### src/rtl/relu_maxpool2x2_pkg.sv
// rtl/relu_maxpool2x2_pkg.sv - shared CNN datapath constants and ReLU/max helpers
//
// Purpose : data width shared with the 3x3 conv PE, the pooling factor, and
//           the ReLU / signed-max helpers used by the pooling stage.
// Ports   : none (package).
package relu_maxpool2x2_pkg;

    localparam int CNN_WIDTH   = 9;
    localparam int POOL_FACTOR = 2;

    // Helpers work on a wide signed word; callers sign/zero-extend in and
    // truncate the result back to their own data width.
    localparam int HELPER_W = 32;

    function automatic logic signed [HELPER_W-1:0] relu(
        input logic signed [HELPER_W-1:0] x
    );
        return x[HELPER_W-1] ? '0 : x;
    endfunction

    function automatic logic signed [HELPER_W-1:0] smax(
        input logic signed [HELPER_W-1:0] a,
        input logic signed [HELPER_W-1:0] b
    );
        return (a > b) ? a : b;
    endfunction

endpackage

### src/rtl/pool_line_buf.sv
// rtl/pool_line_buf.sv - half-row line buffer for the 2x2 max-pool
//
// Purpose : simple dual-port register array holding one horizontal-pair max
//           per pooled column of the previous (even) row.
// Ports   : clk        - clock
//           i_wr_en    - write strobe
//           i_wr_addr  - write address
//           i_wr_data  - write data
//           i_rd_addr  - read address
//           o_rd_data  - combinational read data
module pool_line_buf #(
    parameter int DEPTH = 4,
    parameter int WIDTH = 9,
    parameter int AW    = 2
) (
    input  logic             clk,
    input  logic             i_wr_en,
    input  logic [AW-1:0]    i_wr_addr,
    input  logic [WIDTH-1:0] i_wr_data,
    input  logic [AW-1:0]    i_rd_addr,
    output logic [WIDTH-1:0] o_rd_data
);

    // No reset: every entry is written on an even row before the odd row reads it.
    logic [WIDTH-1:0] r_mem [DEPTH];

    always_ff @(posedge clk) begin
        if (i_wr_en) begin
            r_mem[i_wr_addr] <= i_wr_data;
        end
    end

    assign o_rd_data = r_mem[i_rd_addr];

endmodule

### src/rtl/relu_maxpool2x2.sv
// rtl/relu_maxpool2x2.sv - ReLU followed by 2x2 stride-2 max-pool on a raster stream
//
// Purpose : consumes the conv PE's raster-order signed results, applies ReLU
//           and emits one pooled pixel per 2x2 window, one clock after the
//           beat that completes the window.
// Ports   : clk       - clock
//           rst_n     - synchronous active-low reset
//           in_valid  - in_data carries a conv result this cycle
//           in_data   - signed conv result, raster order
//           out_valid - single-cycle pulse, out_data holds a pooled pixel
//           out_data  - pooled result (always >= 0), held between pulses
//           out_last  - final pooled pixel of the frame
module relu_maxpool2x2
    import relu_maxpool2x2_pkg::*;
#(
    parameter int WIDTH = CNN_WIDTH,
    parameter int IMG_W = 8,
    parameter int IMG_H = 8
) (
    input  logic             clk,
    input  logic             rst_n,
    input  logic             in_valid,
    input  logic [WIDTH-1:0] in_data,
    output logic             out_valid,
    output logic [WIDTH-1:0] out_data,
    output logic             out_last
);

    localparam int HALF = IMG_W / POOL_FACTOR;
    localparam int CW   = (IMG_W > 2) ? $clog2(IMG_W) : 1;
    localparam int RW   = (IMG_H > 2) ? $clog2(IMG_H) : 1;
    localparam int AW   = (HALF > 1) ? $clog2(HALF) : 1;

    logic [CW-1:0]    r_col;
    logic [RW-1:0]    r_row;
    logic [WIDTH-1:0] r_hreg;
    logic             r_out_valid;
    logic [WIDTH-1:0] r_out_data;
    logic             r_out_last;

    logic [WIDTH-1:0] w_r;
    logic [WIDTH-1:0] w_pair;
    logic [WIDTH-1:0] w_lb_rd;
    logic [WIDTH-1:0] w_pool;
    logic [AW-1:0]    w_addr;
    logic             w_col_last;
    logic             w_row_last;
    logic             w_lb_wr;
    logic             w_emit;

    // After ReLU every value is non-negative, so zero-extension into the
    // signed helper keeps the compare correct.
    assign w_r    = WIDTH'(relu({{(HELPER_W-WIDTH){in_data[WIDTH-1]}}, in_data}));
    assign w_pair = WIDTH'(smax(HELPER_W'(r_hreg), HELPER_W'(w_r)));
    assign w_pool = WIDTH'(smax(HELPER_W'(w_lb_rd), HELPER_W'(w_pair)));

    assign w_addr     = AW'(r_col >> 1);
    assign w_col_last = (r_col == CW'(IMG_W - 1));
    assign w_row_last = (r_row == RW'(IMG_H - 1));

    // Even rows store the pair max, odd rows consume it at the same address,
    // so the buffer is never read and written on the same beat.
    assign w_lb_wr = in_valid && r_col[0] && !r_row[0];
    assign w_emit  = in_valid && r_col[0] &&  r_row[0];

    pool_line_buf #(
        .DEPTH (HALF),
        .WIDTH (WIDTH),
        .AW    (AW)
    ) u_line_buf (
        .clk       (clk),
        .i_wr_en   (w_lb_wr),
        .i_wr_addr (w_addr),
        .i_wr_data (w_pair),
        .i_rd_addr (w_addr),
        .o_rd_data (w_lb_rd)
    );

    always_ff @(posedge clk) begin
        if (!rst_n) begin
            r_col       <= '0;
            r_row       <= '0;
            r_hreg      <= '0;
            r_out_valid <= 1'b0;
            r_out_data  <= '0;
            r_out_last  <= 1'b0;
        end else begin
            r_out_valid <= 1'b0;
            r_out_last  <= 1'b0;
            if (in_valid) begin
                if (!r_col[0]) begin
                    r_hreg <= w_r;
                end
                if (w_emit) begin
                    r_out_valid <= 1'b1;
                    r_out_data  <= w_pool;
                    r_out_last  <= w_row_last && w_col_last;
                end
                // Frame wrap needs no idle cycle: next beat is pixel (0,0).
                if (w_col_last) begin
                    r_col <= '0;
                    if (w_row_last) begin
                        r_row <= '0;
                    end else begin
                        r_row <= r_row + RW'(1);
                    end
                end else begin
                    r_col <= r_col + CW'(1);
                end
            end
        end
    end

    assign out_valid = r_out_valid;
    assign out_data  = r_out_data;
    assign out_last  = r_out_last;

endmodule

### config.mk
export PLATFORM = sky130hd
export DESIGN_NAME = relu_maxpool2x2
export DESIGN_NICKNAME = d
export VERILOG_FILES = /design/src/rtl/relu_maxpool2x2_pkg.sv /design/src/rtl/pool_line_buf.sv /design/src/rtl/relu_maxpool2x2.sv
export SDC_FILE = /design/constraint.sdc
export NUM_CORES = 1
export LEC_CHECK = 0
export ABC_AREA = 1
export CAP_MARGIN = 20
export CELL_PAD_IN_SITES_DETAIL_PLACEMENT = 1
export CELL_PAD_IN_SITES_GLOBAL_PLACEMENT = 1
export CORE_MARGIN = 3
export CORE_UTILIZATION = 39
export CTS_CLUSTER_DIAMETER = 40
export DETAILED_ROUTE_END_ITERATION = 10
export HOLD_SLACK_MARGIN = 0.15
export MAX_ROUTING_LAYER = met4
export PLACE_DENSITY = 0.77
export SLEW_MARGIN = 20
export SYNTH_ARGS = -nofsm -noshare
export SYNTH_HDL_FRONTEND = slang
export SYNTH_SLANG_ARGS = --single-unit
export TNS_END_PERCENT = 50
### constraint.sdc
create_clock -name clk -period 2.9 [get_ports clk]
set_input_delay 0.58 -clock clk [delete_from_list [all_inputs] [get_ports clk]]
set_output_delay 0.58 -clock clk [all_outputs]
set_load 0.01 [all_outputs]
# Word-level counts from Yosys, hierarchy flattened
# Memory sizes are Yosys's and may differ from the RTL's. A register that Yosys moved wholly into a read port is not among the register bits.
# Cells that the tools add are included.
# totals
mem_bits_rw	36
word_cells	34
mem_count	1
ff_bits	26
out_inout_bits	11
# op_classes
muxes	10
eq_ne	2
addsub	2
n_bitwise	1
n_lt_le_gt_ge	2
n_reduce_logical	10
# memory_table
name	depth	width	rd	rd_clocked_by_memory_dff	wr	line	source
u_line_buf.r_mem	4	9	1	1	1	pool_line_buf.sv:25	logic [WIDTH-1:0] r_mem [DEPTH];
# ops
op	n
9-bit 2-to-1 mux	2
9-bit by 8-bit greater-than comparator with 1-bit output	1
9-bit greater-than comparator	1
8-bit 2-to-1 mux	1
2-bit AND reduction	4
3-bit by 1-bit adder with 3-bit output (second input constant)	2
3-bit == test (second input constant)	2
3-bit 2-to-1 mux	2
1-bit logical AND	4
2-bit 2-to-1 mux	2
1-bit 2-to-1 mux	3
3-bit AND reduction	1
1-bit zero test	1
1-bit NOT	1

# Depth between registers and ports, before layout
# Gate-level depths: netlist of run 1.
# depth
depth_word	5
mapped_depth	25

# Hierarchy
# A second synthesis of run 1 with hierarchy kept.
# hier_totals
hier_cells	406
area_unflattened_um2	3380.7
# by_module_without_submodules
mod	area_each_um2	cells_per_inst	n_inst
relu_maxpool2x2	1732.9	258	1
pool_line_buf	1647.8	148	1

# Worst setup path before layout of run 1
# Ideal clock, no wire load.
# synth_timing
path_kind	input to register
start	input in_data[8]
end	register r_out_data[0], in the netlist out_data[0]
t_arrival_ns	2.915
setup_ns	0.120
stages	19
required_time_ns	2.780
path_slack_ns	-0.134
n_path_buf	0
path_cell_list	inv_1 -> nand2_1 -> ha_1 -> nand2_1 -> nand2_1 -> a21oi_2 -> nand3_4 -> nand2_8 -> nand2_2 -> nand2_1 -> inv_1 -> ha_1 -> nand2_1 -> nor2_1 -> nand4_4 -> nand2_4 -> nand3_1 -> nand2_1 -> a21oi_1
# synth_via
elab_chain_cells	5
# synth_lines
element	line	source
from (decl)	relu_maxpool2x2.sv:23	input logic [WIDTH-1:0] in_data,
8-bit 2-to-1 mux *	relu_maxpool2x2_pkg.sv:18	return x[HELPER_W-1] ? '0 : x;
9-bit by 8-bit greater-than comparator with 1-bit output	relu_maxpool2x2_pkg.sv:25	return (a > b) ? a : b;
9-bit 2-to-1 mux *	relu_maxpool2x2_pkg.sv:25	
via u_line_buf.i_wr_data[6]	pool_line_buf.sv:19	input logic [WIDTH-1:0] i_wr_data,
9-bit greater-than comparator *	relu_maxpool2x2_pkg.sv:25	
9-bit 2-to-1 mux *	relu_maxpool2x2_pkg.sv:25	
to (signal assigned)	relu_maxpool2x2.sv:96	r_out_data <= w_pool;
to (decl)	relu_maxpool2x2.sv:38	logic [WIDTH-1:0] r_out_data;
# Mark *: on every way through the listed nets, which the timed path passes. The rest lies on a longest branch.
# A chain may end at the register's enable or synchronous reset.

# Final worst setup path of run 1
# layout_timing
start	input in_data[8]
end	register r_out_data[1], in the netlist out_data[1]
# layout_via
elab_chain_cells	5
# layout_lines
element	line
8-bit 2-to-1 mux *	relu_maxpool2x2_pkg.sv:18
9-bit by 8-bit greater-than comparator with 1-bit output	relu_maxpool2x2_pkg.sv:25
9-bit 2-to-1 mux *	relu_maxpool2x2_pkg.sv:25
via u_line_buf.i_wr_data[1]	pool_line_buf.sv:19
9-bit greater-than comparator	relu_maxpool2x2_pkg.sv:25
9-bit 2-to-1 mux *	relu_maxpool2x2_pkg.sv:25
# Marks and branches as above.

==> Flow_metrics.wiki, run 1 <==
{| class="wikitable"
! Metric !! Value
|-
| Die X || between 90 and 100 um
|-
| Crit Path Max Fanout || 8
|-
| Total inserted antenna cells || 0
|-
| Total routed wirelength || around 11000 um
|-
| Failing checks || setup timing
|-
| Power dissipated by switching net loads || 0.000868 W
|-
| Core footprint || 7450 um^2
|-
| Fraction of power spent switching nets || 33.8%
|-
| Maximum clock rate || between 300 and 400 MHz
|-
| Total count of max-transition violations in the final report || 0
|-
| Hold path cells || 2
|-
| Floorplan die area || around 9000 um^2
|-
| Power Dens Cells || 562 nW/um^2
|-
| Synth Warn # || 0
|-
| Vias in the first global route || roughly 3200
|-
| Top cell type's share of synthesized area || around a third
|-
| Largest cells by area after synthesis || sky130_fd_sc_hd__edfxtp_1 (31%), sky130_fd_sc_hd__dfxtp_1 (17%), sky130_fd_sc_hd__nand2_1 (13%)
|-
| Clock transition time at the flip-flop clock pins of the worst setup and hold paths || about 0.06 ns
|-
| Logic gate share of total power || 34.0%
|-
| Reg-to-reg slack, setup || -0.13 ns
|-
| Static Leakage || 2.02 nW
|-
| Number of DRC violations after detailed-routing iteration 0 || ~170
|-
| Post-detail-place hpwl || 6540 um
|-
| Dominant register cell in the synthesized netlist || sky130_fd_sc_hd__edfxtp_1
|-
| Type of the worst min-delay path || reg2reg
|-
| Standard-cell row count || 31
|-
| Count of final setup violators || 8
|-
| WP data required || ~3.1 ns
|-
| Chip Height || roughly 95 um
|-
| Port Buffers || 21
|-
| Wirelength per Cell || about 21 um
|-
| Final antenna-violating net count || 0
|-
| Total number of vias || 2908
|-
| Ratio of cells with drive above 1 in the final layout || a little over two fifths
|-
| Worst reg-to-reg path cell count || 21
|-
| Cell at the root of the clock tree || sky130_fd_sc_hd__clkbuf_8
|-
| Start point of the worst hold path || out_data[1]
|-
| Number of nets produced by synthesis || 385
|-
| Synth cell types || 30
|-
| Total grt overflow || 0
|-
| Dominant cell by count in the synthesized netlist || sky130_fd_sc_hd__nand2_1
|-
| Part of the total power dissipated in the clock network || between 20% and 30%
|-
| Setup CP Type || in2reg
|-
| Final worst clock skew || 0.0184 ns
|-
| Unrepaired setup endpoints after global routing || true
|-
| Post-synthesis instance area || a little over 3000 um^2
|-
| Overall global routing resource usage || between 20 and 30%
|-
| Num ports || 23
|-
| Effective utilization at floorplan || between 40% and 50%
|-
| Run status || finished, violations left
|-
| End of the worst register-to-register path || out_data[1]
|-
| Avg Synthesized Cell Area || 8.68 um^2
|-
| Layout net count || between 400 and 500
|-
| Cells after synthesis || between 300 and 400
|-
| H-tree depth || 3
|-
| Dominant cell type by area after synthesis || sky130_fd_sc_hd__edfxtp_1
|-
| Slew headroom || a little under three fifths
|-
| Worst flop-to-flop path startpoint || r_hreg[3]
|-
| Final routed DRC violation total || 0
|-
| Num CTS Buffers || 9
|-
| Final hold vios || 0
|-
| Later-pin clock latency in the skew report || roughly 0.35 ns
|-
| Worst slack at placement || -0.969 ns
|-
| Layout overhead on the synthesized area || 49.3%
|-
| Length of the first detailed-routing pass in iterations || 4
|-
| Timing startpoint of the critical path || in_data[8]
|-
| Largest net degree at the start of global routing || 17
|-
| Total chip power || ~0.0026 W
|-
| Cell-internal power || 0.00170 W
|-
| Via density per instance || ~5.3
|-
| Hold-critical path endpoint || out_data[1]
|-
| Number of synthesized flops with an enable pin || 32
|-
| Power share of the sequential group || a little over a third
|-
| Async set-or-reset flop fraction in the synthesized netlist || 0%
|-
| Crit path arrival time || between 3 and 4 ns
|-
| Commonest cells post-synth || sky130_fd_sc_hd__nand2_1 (102), sky130_fd_sc_hd__nand3_1 (41), sky130_fd_sc_hd__inv_1 (37)
|-
| Number of max-cap violations || 0
|-
| Post-synthesis sequential area ratio || between 40% and 50%
|-
| Wire length of the first global-routing pass || about 16000 um
|-
| Post-layout min period || roughly 3.2 ns
|-
| GPL Wtd Cong || approximately 0.87
|-
| Antenna violations before repair || 0
|-
| TritonCTS Sinks || 58
|-
| Final Worst Setup Slack || -0.327 ns
|-
| Fraction of the cycle the final worst path needs || 111%
|-
| Highest ir drop seen on vdd || ~0.34 mV
|-
| CTS tree || yes
|-
| Crit. End Element || register
|-
| #FFs+latches synth || between 50 and 60
|-
| Kind of start point of the critical path || input pin
|-
| Number of buffers between clock root and the deepest sink || 2
|-
| Slew @ Worst Pin || about 0.66 ns
|}
layer usage:
| metal | global-route usage, % | vias to the layer above | routed length (um) | part of all wire (%) |
|---|---|---|---|---|
| met4 | 12.6 | 0 | 486 | 4.3 |
| met3 | 5.66 | 30 | 367 | 3.2 |
| met1 | 25.6 | 1441 | 4230 | 37 |
| li1 | - | 1352 | - | - |
| met5 | - | - | 0 | 0 |
| met2 | 46.1 | 85 | 6350 | 56 |
how the worst max path moves through the flow:
| stage | endpoint | slack [ns] |
|---|---|---|
| floorplan | out_data[3] | -0.002 |
| global placement | out_data[7] | -0.80 |
| detailed placement | out_data[7] | -0.97 |
| CTS | out_data[7] | -0.05 |
| global route | out_data[1] | -0.45 |
| finish | out_data[1] | -0.33 |
timing repair:
action	CTS	global route
cloned	2	0
endpoints found under the hold margin	0	0
setup endpoints to repair	8	8
pin swaps	44	16
buffers inserted	16	8
hold buffers	0	0
gates resized for setup	73	26
sequential cells by signal, summed over array words and instances, names as in the netlist, named ones only:
signal            cells
r_hreg                8
u_line_buf.r_mem     32
out_valid             1
out_data              8
r_row                 3
r_col                 3
out_last              1
power groups by stage:
stage	combinational, W	sequential, W	clock [W]
global placement	0.000539	0.000941	0
global route	0.000930	0.000931	0.000807
floorplan	0.000374	0.000935	0
finish	0.000873	0.000929	0.000766
detailed placement	0.000574	0.000942	0
CTS	0.000741	0.000927	0.000764
per-stage QoR:
step | utilization, % | setup TNS, ns | hold WS, ns | cell area, um^2 | instances
5_1_grt | 61.4 | -3.35 | 0.493 | 4570 | 550
3_3_place_gp | 50.5 | -6.27 | 0.455 | 3760 | 508
3_5_place_dp | 50.5 | -7.61 | 0.467 | 3760 | 508
2_1_floorplan | - | -0.0159 | 0.458 | 3160 | 353
4_1_cts | 59.0 | -0.320 | 0.478 | 4390 | 542
6_report | 61.4 | -2.28 | 0.481 | 4570 | 550
area by class of cell:
cell class	instances	area (um^2)
Clock buffer	15	198
Clock inverter	1	5.00
Fill cell	838	2880
Inverter	53	210
Multi-Input combinational cell	237	1850
Sequential cell	58	1480
Tap cell	99	124
Timing Repair Buffer	87	706
layout by cell type (no fill, tap or decap), drive strengths merged:
master	netlist	routed
edfxtp	32	32
a21oi	23	23
ha	20	20
buf	7	67
nor2	12	12
clkinv	1	2
inv	52	51
nand4	4	5
nand3	43	44
clkbuf	0	15
and3	1	1
clkdlybuf4s50	0	13
dfxtp	26	26
conb	1	1
o21ai	14	14
nand2	113	113
dlygate4sd2	0	7
nor3	4	4
clkinvlp	0	1
cells by family after synthesis:
group / synth area share (%)
other: 0.122
AOI/OAI and AO/OA: 6.17
buffers and inverters: 8.13
adders and majority gates: 8.17
DFF: 48.4
and+or+nand+nor: 29.0
critical path, cell delays in order:
cell and delay (ns):
sky130_fd_sc_hd__buf_6 0.07, sky130_fd_sc_hd__clkinvlp_4 0.20, sky130_fd_sc_hd__nand2_4 0.15, sky130_fd_sc_hd__ha_4 0.21
sky130_fd_sc_hd__nand2_1 0.09, sky130_fd_sc_hd__nand2_1 0.08, sky130_fd_sc_hd__nand2_1 0.08, sky130_fd_sc_hd__nand2_1 0.07
sky130_fd_sc_hd__nand2_2 0.08, sky130_fd_sc_hd__nand3_4 0.17, sky130_fd_sc_hd__nand2_8 0.21, sky130_fd_sc_hd__nand2_4 0.09
sky130_fd_sc_hd__nand2_2 0.11, sky130_fd_sc_hd__inv_1 0.05, sky130_fd_sc_hd__ha_1 0.28, sky130_fd_sc_hd__nand2_1 0.08
sky130_fd_sc_hd__inv_2 0.14, sky130_fd_sc_hd__nand4_4 0.13, sky130_fd_sc_hd__nand3_4 0.16, sky130_fd_sc_hd__nand3_1 0.12
sky130_fd_sc_hd__nand2_1 0.12, sky130_fd_sc_hd__inv_2 0.05, sky130_fd_sc_hd__nand2_1 0.07, sky130_fd_sc_hd__a21oi_1 0.06
No activity file was read; power rests on OpenSTA's default activity.
==> run 2: changes to the inputs <==
--- a/config.mk
+++ b/config.mk
@@ -10,12 +10,12 @@
 export CELL_PAD_IN_SITES_DETAIL_PLACEMENT = 1
 export CELL_PAD_IN_SITES_GLOBAL_PLACEMENT = 1
 export CORE_MARGIN = 3
-export CORE_UTILIZATION = 39
+export CORE_UTILIZATION = 40
 export CTS_CLUSTER_DIAMETER = 40
 export DETAILED_ROUTE_END_ITERATION = 10
 export HOLD_SLACK_MARGIN = 0.15
 export MAX_ROUTING_LAYER = met4
-export PLACE_DENSITY = 0.77
+export PLACE_DENSITY = 0.78
 export SLEW_MARGIN = 20
 export SYNTH_ARGS = -nofsm -noshare
 export SYNTH_HDL_FRONTEND = slang
==> Flow_metrics.wiki, run 2 (synthesis results as in run 1) <==
{| class="wikitable"
! Metric !! Value
|-
| Layout net count || 491 (was 478)
|-
| Static Leakage || 2.13 nW (was 2.02 nW)
|-
| Crit. End Element || register (unchanged)
|-
| Longest individual stage delay on the worst path || 0.30 ns (was 0.28 ns)
|-
| Later-pin clock latency in the skew report || 0.36 ns (was 0.35 ns)
|-
| Fill cell instance count of the final layout || 789 (was 838)
|-
| Vias in the first global route || 3272 (was 3152)
|-
| Number of non-filler instances in the completed layout || 563 (was 550)
|-
| Crit path buffers/inverters || 7 (was 5)
|-
| Final routed DRC violation total || 0 (unchanged)
|-
| Type of the worst min-delay path || reg2reg (unchanged)
|-
| Multi-input combinational cell area || 2010 um^2 (was 1850 um^2)
|-
| Die X || 93.5 um (was 94.6 um)
|-
| Number of DRC violations after detailed-routing iteration 0 || 191 (was 167)
|-
| Kind of cell with the highest combined delay on the critical path || simple AND/OR/NAND/NOR gates (unchanged)
|-
| Core footprint || 7330 um^2 (was 7450 um^2)
|-
| Count of final setup violators || 8 (unchanged)
|-
| Failing checks || setup timing (unchanged)
|-
| Run status || finished, violations left (unchanged)
|-
| Most common cell on crit path || sky130_fd_sc_hd__nand2_4 (was sky130_fd_sc_hd__nand2_1)
|-
| Unrepaired setup endpoints after global routing || true (unchanged)
|-
| Via density per instance || 5.38 (was 5.29)
|-
| Wirelength per Cell || 23.6 um (was 20.8 um)
|-
| Largest net degree at the start of global routing || 17 (unchanged)
|-
| Inst Count DP || 507 (was 508)
|-
| Num ports || 23 (unchanged)
|-
| Final worst clock skew || 0.0138 ns (was 0.0184 ns)
|-
| Most common cell after layout, fill and taps aside || sky130_fd_sc_hd__buf_4 (was sky130_fd_sc_hd__nand2_1)
|-
| Final antenna-violating net count || 0 (unchanged)
|-
| Slew @ Worst Pin || 0.659 ns (was 0.656 ns)
|-
| Kind of start point of the critical path || input pin (unchanged)
|-
| Setup CP Type || in2reg (unchanged)
|-
| Final Worst Setup Slack || -0.371 ns (was -0.327 ns)
|-
| Floorplan die area || 8740 um^2 (was 8950 um^2)
|-
| Worst slack at placement || -0.926 ns (was -0.969 ns)
|-
| Critical-path cell list || buf_6 > clkinvlp_4 > buf_12 > nand2_4 > ha_4 > buf_4 > a21oi_2 > nand3_4 > nand2_8 > nand2_4 > nand2_4 > inv_2 > ha_4 > inv_4 > nor2_4 > nand4_4 > nand3_2 > nand3_1 > nand2_1 > inv_2 > nand2_1 > a21oi_1 (was buf_6 > clkinvlp_4 > nand2_4 > ha_4 > nand2_1 > nand2_1 > nand2_1 > nand2_1 > nand2_2 > nand3_4 > nand2_8 > nand2_4 > nand2_2 > inv_1 > ha_1 > nand2_1 > inv_2 > nand4_4 > nand3_4 > nand3_1 > nand2_1 > inv_2 > nand2_1 > a21oi_1)
|-
| Number of buffers between clock root and the deepest sink || 2 (unchanged)
|-
| Standard-cell row count || 31 (unchanged)
|-
| Crit Path Max Fanout || 8 (unchanged)
|-
| Slew headroom || 56.0% (was 56.2%)
|-
| Number of max-cap violations || 0 (unchanged)
|-
| Cell at the root of the clock tree || sky130_fd_sc_hd__clkbuf_8 (unchanged)
|-
| Effective utilization at floorplan || 41.8% (was 41.1%)
|-
| Total count of max-transition violations in the final report || 0 (unchanged)
|-
| Fraction of the cycle the final worst path needs || 113% (was 111%)
|-
| Sum Neg Setup Slack || -2.15 ns (was -2.28 ns)
|-
| Total inserted antenna cells || 0 (unchanged)
|-
| Total grt overflow || 0 (unchanged)
|-
| Post-detail-place hpwl || 6170 um (was 6540 um)
|-
| Length of the first detailed-routing pass in iterations || 4 (unchanged)
|-
| Chip Height || 93.5 um (was 94.6 um)
|-
| Final hold vios || 0 (unchanged)
|-
| H-tree depth || 3 (unchanged)
|-
| Num CTS Buffers || 9 (unchanged)
|-
| Crit path arrival time || 3.50 ns (was 3.44 ns)
|-
| Critical-path cell with the highest stage delay || sky130_fd_sc_hd__ha_4 (was sky130_fd_sc_hd__ha_1)
|-
| Total routed wirelength || 13300 um (was 11400 um)
|-
| Total number of vias || 3029 (was 2908)
|-
| Port Buffers || 21 (unchanged)
|-
| Wire length of the first global-routing pass || 17200 um (was 16200 um)
|-
| Antenna violations before repair || 0 (unchanged)
|-
| Leading cell types in the layout, fill and taps excluded || sky130_fd_sc_hd__buf_4 (70), sky130_fd_sc_hd__nand2_1 (63), sky130_fd_sc_hd__edfxtp_1 (32) (was sky130_fd_sc_hd__nand2_1 (77), sky130_fd_sc_hd__buf_4 (64), sky130_fd_sc_hd__edfxtp_1 (32))
|-
| TritonCTS Sinks || 58 (unchanged)
|-
| WP data required || 3.13 ns (was 3.12 ns)
|-
| Max reg flops || 32 (unchanged)
|-
| Worst hold-check slack || 0.486 ns (was 0.481 ns)
|-
| GPL Wtd Cong || 0.872 (about the same)
|-
| Register Area || 1480 um^2 (unchanged)
|-
| Power Dens Cells || 548 nW/um^2 (was 562 nW/um^2)
|-
| Clock transition time at the flip-flop clock pins of the worst setup and hold paths || 0.07 ns (was 0.06 ns)
|-
| Layout overhead on the synthesized area || 58.9% (was 49.3%)
|-
| CTS tree || yes (unchanged)
|-
| Post-layout min period || 3.27 ns (was 3.23 ns)
|-
| Highest ir drop seen on vdd || 0.286 mV (was 0.343 mV)
|-
| Overall global routing resource usage || 27.4% (was 25.5%)
|-
| Ratio of cells with drive above 1 in the final layout || 48.7% (was 43.2%)
|-
| Largest reg by FF count || u_line_buf.r_mem (unchanged)
|-
| Maximum clock rate || 306 MHz (was 310 MHz)
|}
run 2: metal layers:
layer / vias to the layer above / part of all wire (%) / GRT usage (%)
met5: - / 0 / -
li1: 1376 / - / -
met3: 45 / 3.3 / 5.95
met1: 1529 / 37 / 27.7
met2: 79 / 55 / 49.7
met4: 0 / 4.6 / 13.4
run 2: report_power, final:
part           switching (W)  internal, W
Combinational       0.000594     0.000442
Clock               0.000342     0.000353
Sequential         0.0000304     0.000905
run 2: per-stage QoR:
step	cell area (um^2)	utilization, %	power [W]
after floorplan	3160	-	0.00131
after global placement	3750	51.2	0.00148
after detailed placement	3750	51.2	0.00151
after CTS	4540	62.0	0.00241
after global routing	4870	66.4	0.00276
final	4870	66.4	0.00267
run 2: final cells by class:
type	instances	area share [%]
multi-input combinational	237	41.2
sequential	58	30.4
timing repair buffer	100	17.6
inverter	53	4.63
clock buffer	13	3.26
tap	99	2.54
clock inverter	3	0.308
run 2: path summary, 6_finish.rpt:
kind	from	end	slack, ns	cells after the start
max	in_data[8]	out_data[6]	-0.37	22
min	out_data[1]	out_data[1]	0.49	2
max reg2reg	r_hreg[2]	out_data[6]	-0.26	21
min reg2reg	out_data[1]	out_data[1]	0.49	2
run 2: tightest hold or removal path, stage by stage (launching register included):
cell and delay, ns:
sky130_fd_sc_hd__dfxtp_1 0.31, sky130_fd_sc_hd__nand2_1 0.08, sky130_fd_sc_hd__a21oi_2 0.05
run 2: timing repair:
item,4_1_cts,5_1_grt
gates cloned,2,0
endpoints found under the setup margin,8,8
gates resized for setup,95,45
buffers inserted,22,16
endpoints found under the hold margin,0,0
pin swaps,54,47
hold buffers,0,0
==> RTL edit (flow settings as in run 2) <==
Add an input register stage for `in_valid` and `in_data`; this delays them by one clock. Comments in the files are not updated.
--- a/src/rtl/relu_maxpool2x2.sv
+++ b/src/rtl/relu_maxpool2x2.sv
@@ -31,6 +31,14 @@
     localparam int RW   = (IMG_H > 2) ? $clog2(IMG_H) : 1;
     localparam int AW   = (HALF > 1) ? $clog2(HALF) : 1;
 
+    logic in_valid_q;
+    logic [WIDTH-1:0] in_data_q;
+
+    always_ff @(posedge clk) begin
+        in_valid_q <= in_valid;
+        in_data_q  <= in_data;
+    end
+
     logic [CW-1:0]    r_col;
     logic [RW-1:0]    r_row;
     logic [WIDTH-1:0] r_hreg;
@@ -50,7 +58,7 @@
 
     // After ReLU every value is non-negative, so zero-extension into the
     // signed helper keeps the compare correct.
-    assign w_r    = WIDTH'(relu({{(HELPER_W-WIDTH){in_data[WIDTH-1]}}, in_data}));
+    assign w_r    = WIDTH'(relu({{(HELPER_W-WIDTH){in_data_q[WIDTH-1]}}, in_data_q}));
     assign w_pair = WIDTH'(smax(HELPER_W'(r_hreg), HELPER_W'(w_r)));
     assign w_pool = WIDTH'(smax(HELPER_W'(w_lb_rd), HELPER_W'(w_pair)));
 
@@ -60,8 +68,8 @@
 
     // Even rows store the pair max, odd rows consume it at the same address,
     // so the buffer is never read and written on the same beat.
-    assign w_lb_wr = in_valid && r_col[0] && !r_row[0];
-    assign w_emit  = in_valid && r_col[0] &&  r_row[0];
+    assign w_lb_wr = in_valid_q && r_col[0] && !r_row[0];
+    assign w_emit  = in_valid_q && r_col[0] &&  r_row[0];
 
     pool_line_buf #(
         .DEPTH (HALF),
@@ -87,7 +95,7 @@
         end else begin
             r_out_valid <= 1'b0;
             r_out_last  <= 1'b0;
-            if (in_valid) begin
+            if (in_valid_q) begin
                 if (!r_col[0]) begin
                     r_hreg <= w_r;
                 end
Function: no difference found for any inputs over 10 cycles, from zero or initial values and one cycle with rst_n low; that may be too few to reach the edited logic, so the function may still have changed.
==> RTL edit against run 2 <==
The flow still finishes with violations (negative setup slack); largest cell class unchanged; final area fell by 4.8%; register-to-register slack improved by 0.15 ns; via count fell by 3.9%; synthesized area rose by 3.9%; sequential share of layout area rose by 5.9 points; worst setup slack improved by 0.26 ns; power rose by 1.6%; sequential cell count rose by 10; routed wire length fell by 15%.
==> RTL edit: results (changes against run 2) <==
place_area_um2: 3770  # +0.33%
yosys.cell_types.count: 28  # -6.7%
place_inst: 513  # +1.2%
drive_gt1_share_pct: 40.5  # -8.2 points
post-dp-hpwl_um: 6450  # +4.5%
synthXorXnorAreaFrac_pct: 0  # unchanged
holdPathEnd: "out_data[4]"
gp_congestion: 0.894  # +2.4%
routed-via-count: 2911  # -3.9%
dr_wl_met3_um: 561  # +28%
htree_levels: 3  # unchanged
reg2regPathDepth: 20  # -4.8%
final-setup-viol-count: 8  # unchanged
final_net_count: 471  # -4.1%
cts_resized: 45  # -53%
synth_seq_area_share_pct: 52.8  # +4.5 points
final_cell_area_um2: 4630  # -4.8%
synthAdderAreaFrac_pct: 7.86  # -0.31 points
met2_length_um: 6270  # -14%
clkTransAtPathRegs_ns: 0.09  # +0.02 ns
grt_pass1_wl_um: 14900  # -13%
p_leak_uw: 0.00199  # -6.4%
worst_path_max_delay_cell: "dfxtp_4"
synth_top_area_share_pct: 30.2  # -1.2 points
violations: "negative setup slack"
holdCritStartpoint: "out_data[4]"
final.setup.tns_ns: -0.541  # +1.61 ns
use_met1_pct: 25.0  # -2.7 points
met2_usage_pct: 40.6  # -9.1 points
synthTopCellsByCount: "nand2_1, nand3_1, dfxtp_1, inv_1, edfxtp_1"
synth.avg_cell_area_um2: 8.82  # +1.6%
regToRegSetupSlack_ns: -0.11  # +0.15 ns
fill_cells: 854  # +8.2%
vias_per_cell: 5.36  # -0.36%
ys_top_cells_by_area: "edfxtp_1, dfxtp_1, nand2_1"
critPathLaunch: "in_data_q[8]"
slew_headroom_pct: 38.1  # -18 points
status: "complete, but fails checks"
routed_wl_um: 11300  # -15%
post-cts-setup-buffers: 3  # -86%
ant_nets: 0  # unchanged
crit_path_end: "out_data[1]"
critPathMaxStageDelay_ns: 0.37  # +0.07 ns
first_iter_violations: 130  # -32%
synth_compound_gate_area_share_pct: 5.82  # -0.35 points
grt_use_total_pct: 23.0  # -4.4 points
fin_ws_ns: -0.112  # +0.259 ns
grt_pass1_vias: 2961  # -9.5%
cp.arrival_ns: 3.29  # -0.21 ns
max-vdd-ir-drop_v: 0.000285  # -0.62%
m1WireLength_um: 4000  # -19%
globalRouteMet3Util_pct: 3.55  # -2.4 points
pre_cts_ws_ns: -0.275  # +0.651 ns
finClkSkew_ns: 0.0143  # +0.000439 ns
synth_nets: 393  # +2.1%
## RTL edit: cell types whose count changed after synthesis, sizes merged
| cell | change |
|---|---|
| nor2 | +1 |
| and3 | +1 |
| dfxtp | +10 |
| nand3 | +2 |
| nand4 | -2 |
| inv | -4 |
## RTL edit: per-stage QoR
step                hold WS, ns  total power (µW)
floorplan                 0.445              1380
finish                    0.476              2710
CTS                       0.470              2480
global route              0.491              2820
global placement          0.456              1540
detailed placement        0.458              1570
## RTL edit: where the power goes
part | switching, µW | internal (µW) | total (µW) | leakage [µW]
sequential | 31.7 | 1050 | 1080 | 0.000593
combinational | 471 | 332 | 803 | 0.00131
clock | 425 | 400 | 826 | 0.0000884
total | 928 | 1780 | 2710 | 0.00199
## RTL edit: cell type report
cell class	instances	area share (%)
Sequential cell	68	36.4
Timing Repair Buffer	72	13.2
Tap cell	99	2.67
Inverter	49	4.29
Multi-Input combinational cell	239	39.2
Clock inverter	7	1.62
Clock buffer	9	2.67
